<file path="src/rtl/spdif_pkg.sv">
// Shared constants and types for the S/PDIF frame sequencer: preamble codes,
// bfr field positions, block geometry and FSM state encoding.
package spdif_pkg;

  localparam logic [2:0] PRE_B = 3'b001;
  localparam logic [2:0] PRE_M = 3'b010;
  localparam logic [2:0] PRE_W = 3'b100;

  localparam int unsigned SAMPLE_W         = 24;
  localparam int unsigned SAMPLE_MSB       = SAMPLE_W - 1;
  localparam int unsigned CS_BIT           = 24;
  localparam int unsigned BFR_W            = 25;
  localparam int unsigned FRAMES_PER_BLOCK = 192;
  localparam int unsigned FCNT_W           = 8;

  typedef enum logic [1:0] {
    HUNT  = 2'd0,
    EXP_R = 2'd1,
    EXP_L = 2'd2
  } state_t;

endpackage

</file>
<file path="src/rtl/spdif_frame_ctrl_if.sv">
// Subframe strobe input and stereo-pair valid/ready stream of the frame sequencer.
// master = receiver core / sink side, slave = spdif_frame_ctrl.
interface spdif_frame_ctrl_if;
  import spdif_pkg::*;

  logic [2:0]          flag;
  logic                enable;
  logic [BFR_W-1:0]    bfr;
  logic [SAMPLE_W-1:0] out_l;
  logic [SAMPLE_W-1:0] out_r;
  logic                out_valid;
  logic                out_ready;
  logic                block_start;

  modport master (
    output flag, enable, bfr, out_ready,
    input  out_l, out_r, out_valid, block_start
  );

  modport slave (
    input  flag, enable, bfr, out_ready,
    output out_l, out_r, out_valid, block_start
  );

endinterface

</file>
<file path="src/rtl/spdif_cs_capture.sv">
// Channel-status capture: shifts left-subframe C bits into a staging register
// (frame 0 ends at bit 0) and publishes it with a one-cycle cs_valid pulse.
module spdif_cs_capture #(
  parameter int unsigned CS_BITS = 32
) (
  input  logic               clk,
  input  logic               rst,
  input  logic               cap_en,
  input  logic               c_bit,
  input  logic               load,
  output logic [CS_BITS-1:0] cs_word,
  output logic               cs_valid
);

  logic [CS_BITS-1:0] staging;

  always_ff @(posedge clk) begin
    if (rst) begin
      staging  <= '0;
      cs_word  <= '0;
      cs_valid <= 1'b0;
    end else begin
      cs_valid <= load;
      if (cap_en) staging <= {c_bit, staging[CS_BITS-1:1]};
      if (load)   cs_word <= staging;
    end
  end

endmodule

</file>
<file path="src/rtl/spdif_frame_ctrl.sv">
// S/PDIF frame sequencer: B/M/W order check, 192-frame block tracking, L/R pairing
// onto a valid/ready stream, lock/timeout. Channel-status capture under SPDIF_CS_CAPTURE_EN.
module spdif_frame_ctrl
  import spdif_pkg::*;
#(
  parameter int unsigned TIMEOUT_CYC = 4096,
  parameter int unsigned CS_BITS     = 32
) (
  input  logic               clk,
  input  logic               rst,
  spdif_frame_ctrl_if.slave  bus,
  output logic               locked,
  output logic               seq_err,
  output logic               overrun,
  output logic [CS_BITS-1:0] cs_word,
  output logic               cs_valid
);

  localparam int unsigned       TMO_W      = $clog2(TIMEOUT_CYC + 1);
  localparam logic [FCNT_W-1:0] LAST_FRAME = FCNT_W'(FRAMES_PER_BLOCK - 1);
  localparam logic [FCNT_W-1:0] WRAP_FRAME = FCNT_W'(FRAMES_PER_BLOCK);

  state_t              state, state_d;
  logic [FCNT_W-1:0]   frame_cnt;
  logic [TMO_W-1:0]    tmo_cnt;
  logic [SAMPLE_W-1:0] lat_l;

  logic is_b_c, is_m_c, is_w_c;
  logic latch_l_c, zero_cnt_c, push_c, err_c;
  logic timeout_c, last_pair_c, load_c, hshk_c;

  assign is_b_c = bus.enable && (bus.flag == PRE_B);
  assign is_m_c = bus.enable && (bus.flag == PRE_M);
  assign is_w_c = bus.enable && (bus.flag == PRE_W);

  // Fires once, on the idle cycle that takes the counter to TIMEOUT_CYC.
  assign timeout_c = !bus.enable && (tmo_cnt == TMO_W'(TIMEOUT_CYC - 1));

  always_ff @(posedge clk) begin
    if (rst) state <= HUNT;
    else     state <= state_d;
  end

  always_comb begin
    state_d = state;
    if (timeout_c) begin
      state_d = HUNT;
    end else begin
      case (state)
        HUNT:    if (latch_l_c) state_d = EXP_R;
        EXP_R:   if (push_c) state_d = EXP_L;
                 else if (err_c) state_d = HUNT;
        EXP_L:   if (latch_l_c) state_d = EXP_R;
                 else if (err_c) state_d = HUNT;
        default: state_d = HUNT;
      endcase
    end
  end

  // Strobe decode per state; HUNT silently ignores everything but B.
  always_comb begin
    latch_l_c  = 1'b0;
    zero_cnt_c = 1'b0;
    push_c     = 1'b0;
    err_c      = 1'b0;
    case (state)
      HUNT: begin
        if (is_b_c) begin
          latch_l_c  = 1'b1;
          zero_cnt_c = 1'b1;
        end
      end
      EXP_R: begin
        if (is_w_c)          push_c = 1'b1;
        else if (bus.enable) err_c  = 1'b1;
      end
      EXP_L: begin
        if (is_m_c && (frame_cnt != '0) && (frame_cnt <= LAST_FRAME)) begin
          latch_l_c = 1'b1;
        end else if (is_b_c && (frame_cnt == WRAP_FRAME)) begin
          latch_l_c  = 1'b1;
          zero_cnt_c = 1'b1;
        end else if (bus.enable) begin
          err_c = 1'b1;
        end
      end
      default: ;
    endcase
  end

  assign last_pair_c = push_c && (frame_cnt == LAST_FRAME);
  assign hshk_c      = bus.out_valid && bus.out_ready;
  assign load_c      = push_c && (!bus.out_valid || bus.out_ready);

  always_ff @(posedge clk) begin
    if (rst) begin
      frame_cnt       <= '0;
      tmo_cnt         <= '0;
      lat_l           <= '0;
      bus.out_l       <= '0;
      bus.out_r       <= '0;
      bus.out_valid   <= 1'b0;
      bus.block_start <= 1'b0;
      locked          <= 1'b0;
      seq_err         <= 1'b0;
      overrun         <= 1'b0;
    end else begin
      if (bus.enable)                              tmo_cnt <= '0;
      else if (tmo_cnt != TMO_W'(TIMEOUT_CYC))     tmo_cnt <= tmo_cnt + 1'b1;

      if (latch_l_c) lat_l <= bus.bfr[SAMPLE_MSB:0];

      if (zero_cnt_c)  frame_cnt <= '0;
      else if (push_c) frame_cnt <= frame_cnt + 1'b1;

      // Output pair register: a push into a stalled slot is dropped.
      if (load_c) begin
        bus.out_l       <= lat_l;
        bus.out_r       <= bus.bfr[SAMPLE_MSB:0];
        bus.out_valid   <= 1'b1;
        bus.block_start <= (frame_cnt == '0);
      end else if (hshk_c) begin
        bus.out_valid   <= 1'b0;
        bus.block_start <= 1'b0;
      end

      overrun <= push_c && bus.out_valid && !bus.out_ready;
      seq_err <= err_c;

      if (err_c || timeout_c) locked <= 1'b0;
      else if (last_pair_c)   locked <= 1'b1;
    end
  end

`ifdef SPDIF_CS_CAPTURE_EN
  logic [FCNT_W-1:0] l_frame_c;
  logic              cs_cap_c;

  assign l_frame_c = zero_cnt_c ? '0 : frame_cnt;
  assign cs_cap_c  = latch_l_c && (32'(l_frame_c) < CS_BITS);

  spdif_cs_capture #(
    .CS_BITS (CS_BITS)
  ) u_cs_capture (
    .clk      (clk),
    .rst      (rst),
    .cap_en   (cs_cap_c),
    .c_bit    (bus.bfr[CS_BIT]),
    .load     (last_pair_c),
    .cs_word  (cs_word),
    .cs_valid (cs_valid)
  );
`else
  logic cs_unused;

  assign cs_unused = bus.bfr[CS_BIT];
  assign cs_word   = '0;
  assign cs_valid  = 1'b0;
`endif

endmodule

</file>
<file path="src/flat_wrapper.sv">
// flat-port wrapper written by rule: the top's interface ports become plain ports
module spdif_frame_ctrl_flat import spdif_pkg::*;
#(
  parameter int unsigned TIMEOUT_CYC = 4096,
  parameter int unsigned CS_BITS     = 32
)
  (clk, rst, locked, seq_err, overrun, cs_word, cs_valid, bus_flag, bus_enable, bus_bfr, bus_out_ready, bus_out_l, bus_out_r, bus_out_valid, bus_block_start);
  spdif_frame_ctrl_if bus_i ();
  input  logic clk;
  input  logic rst;
  output logic locked;
  output logic seq_err;
  output logic overrun;
  output logic [CS_BITS-1:0] cs_word;
  output logic cs_valid;
  input wire logic [$bits(bus_i.flag)-1:0] bus_flag;
  input wire logic [$bits(bus_i.enable)-1:0] bus_enable;
  input wire logic [$bits(bus_i.bfr)-1:0] bus_bfr;
  input wire logic [$bits(bus_i.out_ready)-1:0] bus_out_ready;
  output wire logic [$bits(bus_i.out_l)-1:0] bus_out_l;
  output wire logic [$bits(bus_i.out_r)-1:0] bus_out_r;
  output wire logic [$bits(bus_i.out_valid)-1:0] bus_out_valid;
  output wire logic [$bits(bus_i.block_start)-1:0] bus_block_start;
  assign bus_i.flag = bus_flag;
  assign bus_i.enable = bus_enable;
  assign bus_i.bfr = bus_bfr;
  assign bus_i.out_ready = bus_out_ready;
  assign bus_out_l = bus_i.out_l;
  assign bus_out_r = bus_i.out_r;
  assign bus_out_valid = bus_i.out_valid;
  assign bus_block_start = bus_i.block_start;
  spdif_frame_ctrl #(.TIMEOUT_CYC(TIMEOUT_CYC), .CS_BITS(CS_BITS)) u_core (.clk(clk), .rst(rst), .bus(bus_i), .locked(locked), .seq_err(seq_err), .overrun(overrun), .cs_word(cs_word), .cs_valid(cs_valid));
endmodule
</file>
<file path="config.mk">
export PLATFORM = sky130hd
export DESIGN_NAME = spdif_frame_ctrl_flat
export DESIGN_NICKNAME = d
export VERILOG_FILES = /design/src/rtl/spdif_pkg.sv /design/src/rtl/spdif_frame_ctrl_if.sv /design/src/rtl/spdif_cs_capture.sv /design/src/rtl/spdif_frame_ctrl.sv /design/src/flat_wrapper.sv
export SDC_FILE = /design/constraint.sdc
export NUM_CORES = 1
export LEC_CHECK = 0
export CORE_UTILIZATION = 35
export DETAILED_ROUTE_END_ITERATION = 8
export PLACE_DENSITY = 0.7
export SYNTH_ARGS = -nofsm -noshare
export SYNTH_HDL_FRONTEND = slang
export SYNTH_HIERARCHICAL = 1
export SYNTH_SLANG_ARGS = --single-unit
</file>
<file path="constraint.sdc">
create_clock -name clk -period 3.8 [get_ports clk]
set_input_delay 0.76 -clock clk [delete_from_list [all_inputs] [get_ports clk]]
set_output_delay 0.76 -clock clk [all_outputs]
set_load 0.01 [all_outputs]
</file>
==> report_table.html, run 1 <==
<table>
<tr><th>Metric</th><th>Value</th></tr>
<tr><th colspan="2">Global route</th></tr>
<tr><td>Maximum number of pins on one net before global-route repair</td><td>49</td></tr>
<tr><td>Grt total ovfl</td><td>0</td></tr>
<tr><td>GRT Resource Usage Total</td><td>between 10% and 20%</td></tr>
<tr><td>Global-route wire length before repair</td><td>15.0 mm</td></tr>
<tr><td>Number of antenna violations at the first check in global routing</td><td>0</td></tr>
<tr><td>Number of global-route vias before repair</td><td>3262</td></tr>
<tr><th colspan="2">Placed design</th></tr>
<tr><td>Cells after DPL</td><td>696</td></tr>
<tr><td>Dpl hpwl</td><td>6.24 mm</td></tr>
<tr><td>Placement-stage worst setup slack</td><td>607 ps</td></tr>
<tr><td>Final Wtd Congestion</td><td>0.748</td></tr>
<tr><td>Quantity of I/O buffers inserted on ports</td><td>83</td></tr>
<tr><th colspan="2">Synth</th></tr>
<tr><td>Xor/xnor cell area share of the yosys netlist</td><td>3.55%</td></tr>
<tr><td>Library cell occupying the most area in the post-synthesis netlist</td><td>dfxtp_1</td></tr>
<tr><td>Number of enable flip-flop cells after synthesis</td><td>0</td></tr>
<tr><td>Summed instance area of the synthesized netlist</td><td>between 0.004 and 0.005 mm2</td></tr>
<tr><td>Share of synthesized registers carrying an async set or reset</td><td>0%</td></tr>
<tr><td>Post-synthesis adder-cell area fraction</td><td>2.39%</td></tr>
<tr><td>Leading post-synthesis cells by cell area</td><td>dfxtp_1, nand2_1, a21oi_1, buf_4, mux2i_1</td></tr>
<tr><td>Fraction of synthesized area in multiplexers</td><td>5.99%</td></tr>
<tr><td>Area fraction of the dominant cell type after synthesis</td><td>47.7%</td></tr>
<tr><td>Average cell area after synthesis</td><td>8.55 um2</td></tr>
<tr><td>Proportion of synthesized chip area in sequential cells</td><td>47.7%</td></tr>
<tr><td>Synthesis warning total</td><td>6</td></tr>
<tr><td>Netlist cell types</td><td>44</td></tr>
<tr><td>Flip-flop cell with the highest count after synthesis</td><td>dfxtp_1</td></tr>
<tr><td>Compound-gate portion of the synthesized area</td><td>9.12%</td></tr>
<tr><td>Synth Instances</td><td>491</td></tr>
<tr><td>Post-synthesis share of cell area spent on and, or, nand and nor gates</td><td>a little over a fifth</td></tr>
<tr><td>Post-synthesis sequential element count</td><td>100</td></tr>
<tr><td>Main combinational cell family by area after synthesis</td><td>simple AND/OR/NAND/NOR gates</td></tr>
<tr><th colspan="2">Final layout</th></tr>
<tr><td>Number of diodes added for antenna fixing</td><td>0</td></tr>
<tr><td>Reg area</td><td>0.00200 mm2</td></tr>
<tr><td>Share of layout cells above drive strength 1</td><td>under 10%</td></tr>
<tr><td>Area occupied by multi-input gates</td><td>0.00192 mm2</td></tr>
<tr><td>Fin cells</td><td>~710</td></tr>
<tr><td>Fill count</td><td>1104</td></tr>
<tr><td>Leading cell type in the layout, fill and taps excluded</td><td>nand2_1</td></tr>
<tr><td>Top library cells by usage in the layout, fill and taps aside</td><td>nand2_1, dfxtp_1, clkdlybuf4s50_1</td></tr>
<tr><td>Synth-to-layout area growth</td><td>26.8%</td></tr>
<tr><td>Count of nets after finishing</td><td>between 600 and 700</td></tr>
<tr><th colspan="2">Power and ir drop</th></tr>
<tr><td>Seq pwr share</td><td>50.0%</td></tr>
<tr><td>Pleak</td><td>between 2 and 2.5 nW</td></tr>
<tr><td>Internal portion of total power</td><td>approximately 1.6 mW</td></tr>
<tr><td>Switching component of the power</td><td>0.477 mW</td></tr>
<tr><td>Final Power</td><td>about 2.1 mW</td></tr>
<tr><td>Part of the power in the clock network</td><td>45.1%</td></tr>
<tr><td>Combinational power share</td><td>around 5%</td></tr>
<tr><td>Switching power as a share of total power</td><td>22.5%</td></tr>
<tr><td>Power Dens Cells</td><td>398 mW/mm2</td></tr>
<tr><td>Maximum VDD drop</td><td>0.000339 V</td></tr>
<tr><th colspan="2">Floorplanning</th></tr>
<tr><td># rows</td><td>39</td></tr>
<tr><td>Initial Util</td><td>36.3%</td></tr>
<tr><td>Die Span X</td><td>112 um</td></tr>
<tr><td>Standard cell core area</td><td>0.0116 mm2</td></tr>
<tr><td>Height of the die</td><td>112 um</td></tr>
<tr><td>Ports placed on the boundary</td><td>118</td></tr>
<tr><td>DIE AREA</td><td>0.0124 mm2</td></tr>
<tr><th colspan="2">Route</th></tr>
<tr><td>Routed metal-1 wire length</td><td>3.79 mm</td></tr>
<tr><td>Average wire per standard cell</td><td>12.5 um</td></tr>
<tr><td>Number of design-rule violations left by the first detailed-router iteration</td><td>198</td></tr>
<tr><td>Total wirelength of the detailed-routed design</td><td>8.91 mm</td></tr>
<tr><td>Via density</td><td>4.75</td></tr>
<tr><td>Pre-Repair DR Iteration Count</td><td>8</td></tr>
<tr><td>Count of nets left with antenna violations after detail routing</td><td>0</td></tr>
<tr><td>Routed via count</td><td>3380</td></tr>
<tr><td>Routed wl met2</td><td>4.59 mm</td></tr>
<tr><td>Remaining routing DRC violations</td><td>12</td></tr>
<tr><td>Highest signal layer in the routed design</td><td>met4</td></tr>
<tr><td>Routed wire length on met3</td><td>390 um</td></tr>
<tr><th colspan="2">Clocking</th></tr>
<tr><td>Clock latency on the worst-skew pair</td><td>350 ps</td></tr>
<tr><td>Clk slew on worst S/H paths</td><td>60 ps</td></tr>
<tr><td>Deepest level of the CTS H-tree</td><td>3</td></tr>
<tr><td>Hold bufs inserted after CTS</td><td>0</td></tr>
<tr><td>Clock root cell</td><td>clkbuf_16</td></tr>
<tr><td>Count of instances resized after the clock tree is built</td><td>0</td></tr>
<tr><td># Post-CTS Setup Buffers</td><td>0</td></tr>
<tr><td>CTS tree</td><td>yes</td></tr>
<tr><td>Number of buffers created by CTS</td><td>9</td></tr>
<tr><td>Maximum buffer depth of the clock tree</td><td>2</td></tr>
<tr><td>TritonCTS sink count</td><td>100</td></tr>
<tr><th colspan="2">Critical path</th></tr>
<tr><td>Slowest CP cell</td><td>a21oi_4</td></tr>
<tr><td>Data required time of the worst path</td><td>4020 ps</td></tr>
<tr><td>Arrival time of data at the critical path endpoint</td><td>3040 ps</td></tr>
<tr><td>Setup crit start kind</td><td>input port</td></tr>
<tr><td>Critical-path cell list</td><td>clkdlybuf4s50_1 -&gt; and4bb_1 -&gt; nand3_1 -&gt; o21ai_1 -&gt; a21oi_4 -&gt; buf_4 -&gt; mux2i_1 -&gt; nor2_1</td></tr>
<tr><td>Bufs and invs on worst path</td><td>2</td></tr>
<tr><td>Family with the most delay on the worst path</td><td>buffers and inverters</td></tr>
<tr><td>Category of the worst setup path capture point</td><td>register</td></tr>
<tr><td>Critical Setup Path Class</td><td>input port to register</td></tr>
<tr><td>Maximum fanout encountered on the critical timing path</td><td>17</td></tr>
<tr><td>Delay of the slowest critical-path stage</td><td>590 ps</td></tr>
<tr><th colspan="2">Timing</th></tr>
<tr><td>Fin crit share</td><td>74.3%</td></tr>
<tr><td>Setup TNS Final</td><td>0 ps</td></tr>
<tr><td>Minimum clock period</td><td>2820 ps</td></tr>
<tr><td>F_max</td><td>between 300 and 400 MHz</td></tr>
<tr><td>Final setup vio count</td><td>0</td></tr>
<tr><td>Min setup slack post-route</td><td>976 ps</td></tr>
<tr><td>Max-slew violation count</td><td>0</td></tr>
<tr><td>Unrepaired setup endpoints after global routing</td><td>no</td></tr>
<tr><td>Slew of the pin with the lowest slew margin</td><td>778 ps</td></tr>
<tr><td>Count of final hold-check violations</td><td>0</td></tr>
<tr><td>Max_slew headroom</td><td>between 40% and 50%</td></tr>
<tr><td>Worst clock skew</td><td>roughly 13 ps</td></tr>
<tr><th colspan="2">Outcome</th></tr>
<tr><td>Failing checks</td><td>DRC</td></tr>
<tr><td>Status</td><td>finished with violations</td></tr>
<tr><th colspan="2">Run</th></tr>
<tr><td>Max-cap violations</td><td>0</td></tr>
<tr><th colspan="2">Hold path</th></tr>
<tr><td>Class of the tightest hold or removal check</td><td>register to register</td></tr>
</table>
==> logic make-up after synthesis <==
kind of cell             after synthesis
adder cells (fa/ha/maj)                8
AO/OA/AOI/OAI                         72
XOR/XNOR                              17
multiplexers                          25
other                                  1
buffers and inverters                 66
AND/OR/NAND/NOR                      202
flip-flops                           100
==> through the flow <==
step	hold WS, ps	utilization (%)	instance area (um2)
after floorplan	432	-	4320
after global placement	436	43.3	5010
after detailed placement	445	43.3	5010
after CTS	456	46.0	5320
after global routing	475	46.0	5320
final	455	46.0	5320
==> final timing paths <==
| kind | cells past startpoint | start | end | slack [ps] |
|---|---|---|---|---|
| max | 8 | bus_enable | u_core/lat_l[12] | 980 |
| min | 2 | u_core/bus.out_l[21] | u_core/bus.out_l[21] | 450 |
| max reg2reg | 9 | u_core/frame_cnt[0] | u_core/lat_l[12] | 1330 |
| min reg2reg | 2 | u_core/bus.out_l[21] | u_core/bus.out_l[21] | 450 |
==> worst register-to-register path, cell delays in order, from the launching register on <==
cell,delay (ps)
dfxtp_1,410
inv_1,70
ha_1,200
and4b_1,200
nand3_1,120
o21ai_1,120
a21oi_4,590
buf_4,350
mux2i_1,220
nor2_1,50
==> cells in the mapped netlist (2+ instances only) <==
master,number
or3b_1,3
nand4_1,4
buf_2,6
a31oi_1,2
nor2_1,51
a21oi_1,56
inv_1,8
nand3_1,10
nor2b_1,2
o21ai_0,5
nor3_1,2
nor4b_1,3
clkbuf_1,14
and2_1,2
buf_4,35
buf_6,3
mux2i_1,24
xor2_1,10
dfxtp_1,100
a211oi_1,2
xnor2_1,7
and3_1,4
nand2_1,109
ha_1,8
o21ai_1,2
==> area by class of cell <==
class	instances	area share, %
tap	143	3.36
multi-input combinational	357	36.1
sequential	100	37.6
clock buffer	10	4.49
timing repair buffer	88	16.5
inverter	8	0.564
clock inverter	6	1.41
==> layer usage <==
layer / GRT usage (%) / vias up
met5: 0 / -
met4: 4.77 / 0
met3: 3.81 / 10
met2: 27.0 / 78
met1: 16.5 / 1596
li1: - / 1696
==> flip-flops by register name, indices dropped and copies added, names as in the netlist <==
name                    flops
u_core/locked               1
u_core/lat_l               24
u_core/bus.block_start      1
u_core/seq_err              1
u_core/bus.out_valid        1
u_core/frame_cnt            8
u_core/bus.out_r           24
u_core/bus.out_l           24
u_core/tmo_cnt             13
u_core/overrun              1
u_core/state                2
==> power groups by stage <==
stage	logic [mW]	registers [mW]	clock network, mW
finish	0.105	1.06	0.955
global route	0.115	1.06	1.02
CTS	0.104	1.06	0.980
detailed placement	0.104	1.08	0
global placement	0.102	1.08	0
floorplan	0.0819	1.08	0
(Power assumes the default switching activity.)
==> run 2, diff against run 1 <==
--- a/config.mk
+++ b/config.mk
@@ -7,7 +7,7 @@
 export LEC_CHECK = 0
 export CORE_UTILIZATION = 35
 export DETAILED_ROUTE_END_ITERATION = 8
-export PLACE_DENSITY = 0.7
+export PLACE_DENSITY = 0.72
 export SYNTH_ARGS = -nofsm -noshare
 export SYNTH_HDL_FRONTEND = slang
 export SYNTH_HIERARCHICAL = 1
==> constraint.sdc (replaced) <==
create_clock -name clk -period 2.25 [get_ports clk]
set_input_delay 0.45 -clock clk [delete_from_list [all_inputs] [get_ports clk]]
set_output_delay 0.45 -clock clk [all_outputs]
set_load 0.01 [all_outputs]
==> run 2 against run 1 <==
Against the previous run:
- final area rose by 2.0%
- count of clock-buffer cells in the layout is the same
- worst setup slack got worse by 690 ps
- critical path type unchanged
- non-clock buffer count grew 12
- highest routed layer unchanged
- clock power rose by 57%
- flip-flop and latch count stayed put
- the flow still finishes with violations (DRC)
- routed wire length up 0.30%
==> report_table.html, run 2 (synthesized netlist as in run 1, its figures left out) <==
<table>
<tr><th>Metric</th><th>Value</th></tr>
<tr><th colspan="2">Outcome</th></tr>
<tr><td>Status</td><td>finished with violations (unchanged)</td></tr>
<tr><td>Failing checks</td><td>DRC (unchanged)</td></tr>
<tr><th colspan="2">Floorplanning</th></tr>
<tr><td>Standard cell core area</td><td>0.0116 mm2 (unchanged)</td></tr>
<tr><td>Die Span X</td><td>112 um (unchanged)</td></tr>
<tr><td>Initial Util</td><td>36.3% (unchanged)</td></tr>
<tr><td>Ports placed on the boundary</td><td>118 (unchanged)</td></tr>
<tr><td># rows</td><td>39 (unchanged)</td></tr>
<tr><td>DIE AREA</td><td>0.0124 mm2 (unchanged)</td></tr>
<tr><td>Height of the die</td><td>112 um (unchanged)</td></tr>
<tr><th colspan="2">Final layout</th></tr>
<tr><td>Number of diodes added for antenna fixing</td><td>0 (unchanged)</td></tr>
<tr><td>Count of nets after finishing</td><td>616 (was 604)</td></tr>
<tr><td>Synth-to-layout area growth</td><td>29.3% (was 26.8%)</td></tr>
<tr><td>Reg area</td><td>0.00200 mm2 (unchanged)</td></tr>
<tr><td>Fin cells</td><td>724 (was 712)</td></tr>
<tr><td>Registers with the most flip-flops</td><td>u_core/bus.out_l: 24 flops, u_core/bus.out_r: 24 flops, u_core/lat_l: 24 flops (unchanged)</td></tr>
<tr><td>Leading cell type in the layout, fill and taps excluded</td><td>nand2_1 (unchanged)</td></tr>
<tr><td>Fill count</td><td>1102 (was 1104)</td></tr>
<tr><td>Area occupied by multi-input gates</td><td>0.00192 mm2 (about the same)</td></tr>
<tr><td>Share of layout cells above drive strength 1</td><td>7.40% (was 5.62%)</td></tr>
<tr><td>Top library cells by usage in the layout, fill and taps aside</td><td>nand2_1, dfxtp_1, clkdlybuf4s50_1 (unchanged)</td></tr>
<tr><th colspan="2">Clocking</th></tr>
<tr><td>Clock root cell</td><td>clkbuf_16 (unchanged)</td></tr>
<tr><td>Clk slew on worst S/H paths</td><td>70 ps (was 60 ps)</td></tr>
<tr><td>Hold bufs inserted after CTS</td><td>0 (unchanged)</td></tr>
<tr><td>Number of buffers created by CTS</td><td>9 (unchanged)</td></tr>
<tr><td>CTS tree</td><td>yes (unchanged)</td></tr>
<tr><td>TritonCTS sink count</td><td>100 (unchanged)</td></tr>
<tr><td>Deepest level of the CTS H-tree</td><td>3 (unchanged)</td></tr>
<tr><td>Maximum buffer depth of the clock tree</td><td>2 (unchanged)</td></tr>
<tr><td>Clock latency on the worst-skew pair</td><td>340 ps (was 350 ps)</td></tr>
<tr><td># Post-CTS Setup Buffers</td><td>0 (unchanged)</td></tr>
<tr><td>Count of instances resized after the clock tree is built</td><td>0 (unchanged)</td></tr>
<tr><th colspan="2">Timing</th></tr>
<tr><td>Count of final hold-check violations</td><td>0 (unchanged)</td></tr>
<tr><td>Max-slew violation count</td><td>0 (unchanged)</td></tr>
<tr><td>Post-route worst hold slack</td><td>451 ps (was 455 ps)</td></tr>
<tr><td>Final setup vio count</td><td>0 (unchanged)</td></tr>
<tr><td>Min setup slack post-route</td><td>282 ps (was 976 ps)</td></tr>
<tr><td>Fin crit share</td><td>a little under 90%</td></tr>
<tr><td>Minimum clock period</td><td>1970 ps</td></tr>
<tr><td>F_max</td><td>508 MHz</td></tr>
<tr><td>Unrepaired setup endpoints after global routing</td><td>no (unchanged)</td></tr>
<tr><td>Worst clock skew</td><td>7.92 ps (was 12.5 ps)</td></tr>
<tr><th colspan="2">Placed design</th></tr>
<tr><td>Cells after DPL</td><td>708 (was 696)</td></tr>
<tr><td>Placement-stage worst setup slack</td><td>-69.5 ps (was 607 ps)</td></tr>
<tr><td>Dpl hpwl</td><td>6.36 mm (was 6.24 mm)</td></tr>
<tr><td>Final Wtd Congestion</td><td>0.818 (was 0.748)</td></tr>
<tr><td>Quantity of I/O buffers inserted on ports</td><td>83 (unchanged)</td></tr>
<tr><th colspan="2">Critical path</th></tr>
<tr><td>Critical-path cell list</td><td>clkdlybuf4s50_1 -&gt; and4bb_1 -&gt; nand3_1 -&gt; o21ai_1 -&gt; a21oi_4 -&gt; buf_12 -&gt; mux2i_1 -&gt; nor2_1 (was clkdlybuf4s50_1 -&gt; and4bb_1 -&gt; nand3_1 -&gt; o21ai_1 -&gt; a21oi_4 -&gt; buf_4 -&gt; mux2i_1 -&gt; nor2_1)</td></tr>
<tr><td>Slowest CP cell</td><td>clkdlybuf4s50_1 (was a21oi_4)</td></tr>
<tr><td>Maximum fanout encountered on the critical timing path</td><td>19 (was 17)</td></tr>
<tr><td>Number of cells on the worst reg-to-reg path</td><td>9 (unchanged)</td></tr>
<tr><td>Setup slack of the worst register-to-register path</td><td>290 ps (was 1330 ps)</td></tr>
<tr><td>Setup crit start kind</td><td>input port (unchanged)</td></tr>
<tr><td>Bufs and invs on worst path</td><td>2 (unchanged)</td></tr>
<tr><td>Data required time of the worst path</td><td>2470 ps (was 4020 ps)</td></tr>
<tr><td>Delay of the slowest critical-path stage</td><td>530 ps (was 590 ps)</td></tr>
<tr><td>Family with the most delay on the worst path</td><td>buffers and inverters (unchanged)</td></tr>
<tr><td>Startpoint of the most critical register-to-register path</td><td>u_core/frame_cnt[0] (unchanged)</td></tr>
<tr><td>Critical Setup Path Class</td><td>input port to register (unchanged)</td></tr>
<tr><td>Arrival time of data at the critical path endpoint</td><td>2190 ps (was 3040 ps)</td></tr>
<tr><td>Category of the worst setup path capture point</td><td>register (unchanged)</td></tr>
<tr><td>Worst R2R End</td><td>u_core/lat_l[7] (was u_core/lat_l[12])</td></tr>
<tr><th colspan="2">Power and ir drop</th></tr>
<tr><td>Part of the power in the clock network</td><td>43.1% (was 45.1%)</td></tr>
<tr><td>Internal portion of total power</td><td>2.67 mW (was 1.64 mW)</td></tr>
<tr><td>Power Dens Cells</td><td>641 mW/mm2 (was 398 mW/mm2)</td></tr>
<tr><td>Maximum VDD drop</td><td>0.000338 V (was 0.000339 V)</td></tr>
<tr><td>Final Power</td><td>3.48 mW (was 2.12 mW)</td></tr>
<tr><td>Seq pwr share</td><td>51.5% (was 50.0%)</td></tr>
<tr><td>Pleak</td><td>2.08 nW (was 2.02 nW)</td></tr>
<tr><td>Switching component of the power</td><td>0.805 mW (was 0.477 mW)</td></tr>
<tr><td>Switching power as a share of total power</td><td>23.2% (was 22.5%)</td></tr>
<tr><td>Combinational power share</td><td>5.4% (was 4.9%)</td></tr>
<tr><th colspan="2">Hold path</th></tr>
<tr><td>Cell depth of the worst min-delay path</td><td>2 (unchanged)</td></tr>
<tr><td>Class of the tightest hold or removal check</td><td>register to register (unchanged)</td></tr>
<tr><td>Worst min-delay path startpoint</td><td>u_core/lat_l[16] (was u_core/bus.out_l[21])</td></tr>
<tr><td>Hold path endpoint</td><td>u_core/bus.out_l[16] (was u_core/bus.out_l[21])</td></tr>
<tr><th colspan="2">Route</th></tr>
<tr><td>Routed via count</td><td>3337 (was 3380)</td></tr>
<tr><td>Pre-Repair DR Iteration Count</td><td>6 (was 8)</td></tr>
<tr><td>Count of nets left with antenna violations after detail routing</td><td>0 (unchanged)</td></tr>
<tr><td>Remaining routing DRC violations</td><td>12 (unchanged)</td></tr>
<tr><td>Number of design-rule violations left by the first detailed-router iteration</td><td>213 (was 198)</td></tr>
<tr><td>Via density</td><td>4.61 (was 4.75)</td></tr>
<tr><td>Total wirelength of the detailed-routed design</td><td>8.93 mm (was 8.91 mm)</td></tr>
<tr><td>Average wire per standard cell</td><td>12.3 um (was 12.5 um)</td></tr>
<tr><th colspan="2">Global route</th></tr>
<tr><td>Number of global-route vias before repair</td><td>3293 (was 3262)</td></tr>
<tr><td>Maximum number of pins on one net before global-route repair</td><td>61 (was 49)</td></tr>
<tr><td>Number of antenna violations at the first check in global routing</td><td>0 (unchanged)</td></tr>
<tr><td>Grt total ovfl</td><td>0 (unchanged)</td></tr>
<tr><td>GRT Resource Usage Total</td><td>14.8% (was 14.7%)</td></tr>
<tr><td>Global-route wire length before repair</td><td>15.1 mm (was 15.0 mm)</td></tr>
<tr><th colspan="2">Run</th></tr>
<tr><td>Max-cap violations</td><td>0 (unchanged)</td></tr>
</table>
-- run 2: layout make-up --
class                      count  area share (%)
multi-input combinational    357            35.3
tap                          143            3.30
inverter                       8           0.553
clock inverter                 6            1.01
sequential                   100            36.9
clock buffer                  10            4.40
timing repair buffer         100            18.5
-- run 2: worst max path at each step --
stage	end	depth (start not counted)	from	slack [ps]
floorplan	u_core/frame_cnt[7]	7	bus_flag[1]	450
detailed placement	u_core/lat_l[7]	8	bus_flag[1]	-70
global route	u_core/lat_l[7]	9	u_core/frame_cnt[0]	140
CTS	u_core/lat_l[7]	8	bus_flag[1]	290
finish	u_core/lat_l[7]	8	bus_flag[1]	280
global placement	u_core/state[0]	8	bus_flag[1]	-20
-- run 2: power by group through the flow --
stage,Sequential [mW],Clock [mW],Combinational (mW)
3_5_place_dp,1.83,0,0.188
6_report,1.79,1.50,0.189
3_3_place_gp,1.83,0,0.185
5_1_grt,1.79,1.61,0.206
4_1_cts,1.79,1.54,0.189
2_1_floorplan,1.83,0,0.138
-- run 2: metrics by stage --
stage               util [%]  area (um2)  setup TNS [ps]
floorplan                  -        4320               0
global placement        44.4        5130           -29.2
detailed placement      44.4        5130            -784
CTS                     46.9        5430               0
global route            46.9        5430               0
finish                  46.9        5430               0
-- run 2: worst reg2reg max path, stage by stage, from the launching register on --
cell	delay [ps]
dfxtp_1	400
inv_1	70
ha_1	200
and4b_1	200
nand3_1	120
o21ai_1	120
a21oi_4	230
buf_12	210
mux2i_1	240
nor2_1	60
-- run 2: layer usage --
| metal | vias up | part of all wire [%] | track usage (%) |
|---|---|---|---|
| li1 | 1719 | - | - |
| met1 | 1532 | 43 | 16.4 |
| met2 | 73 | 51 | 27.0 |
| met3 | 13 | 3.9 | 3.86 |
| met4 | 0 | 1.6 | 5.77 |
| met5 | - | 0 | 0 |
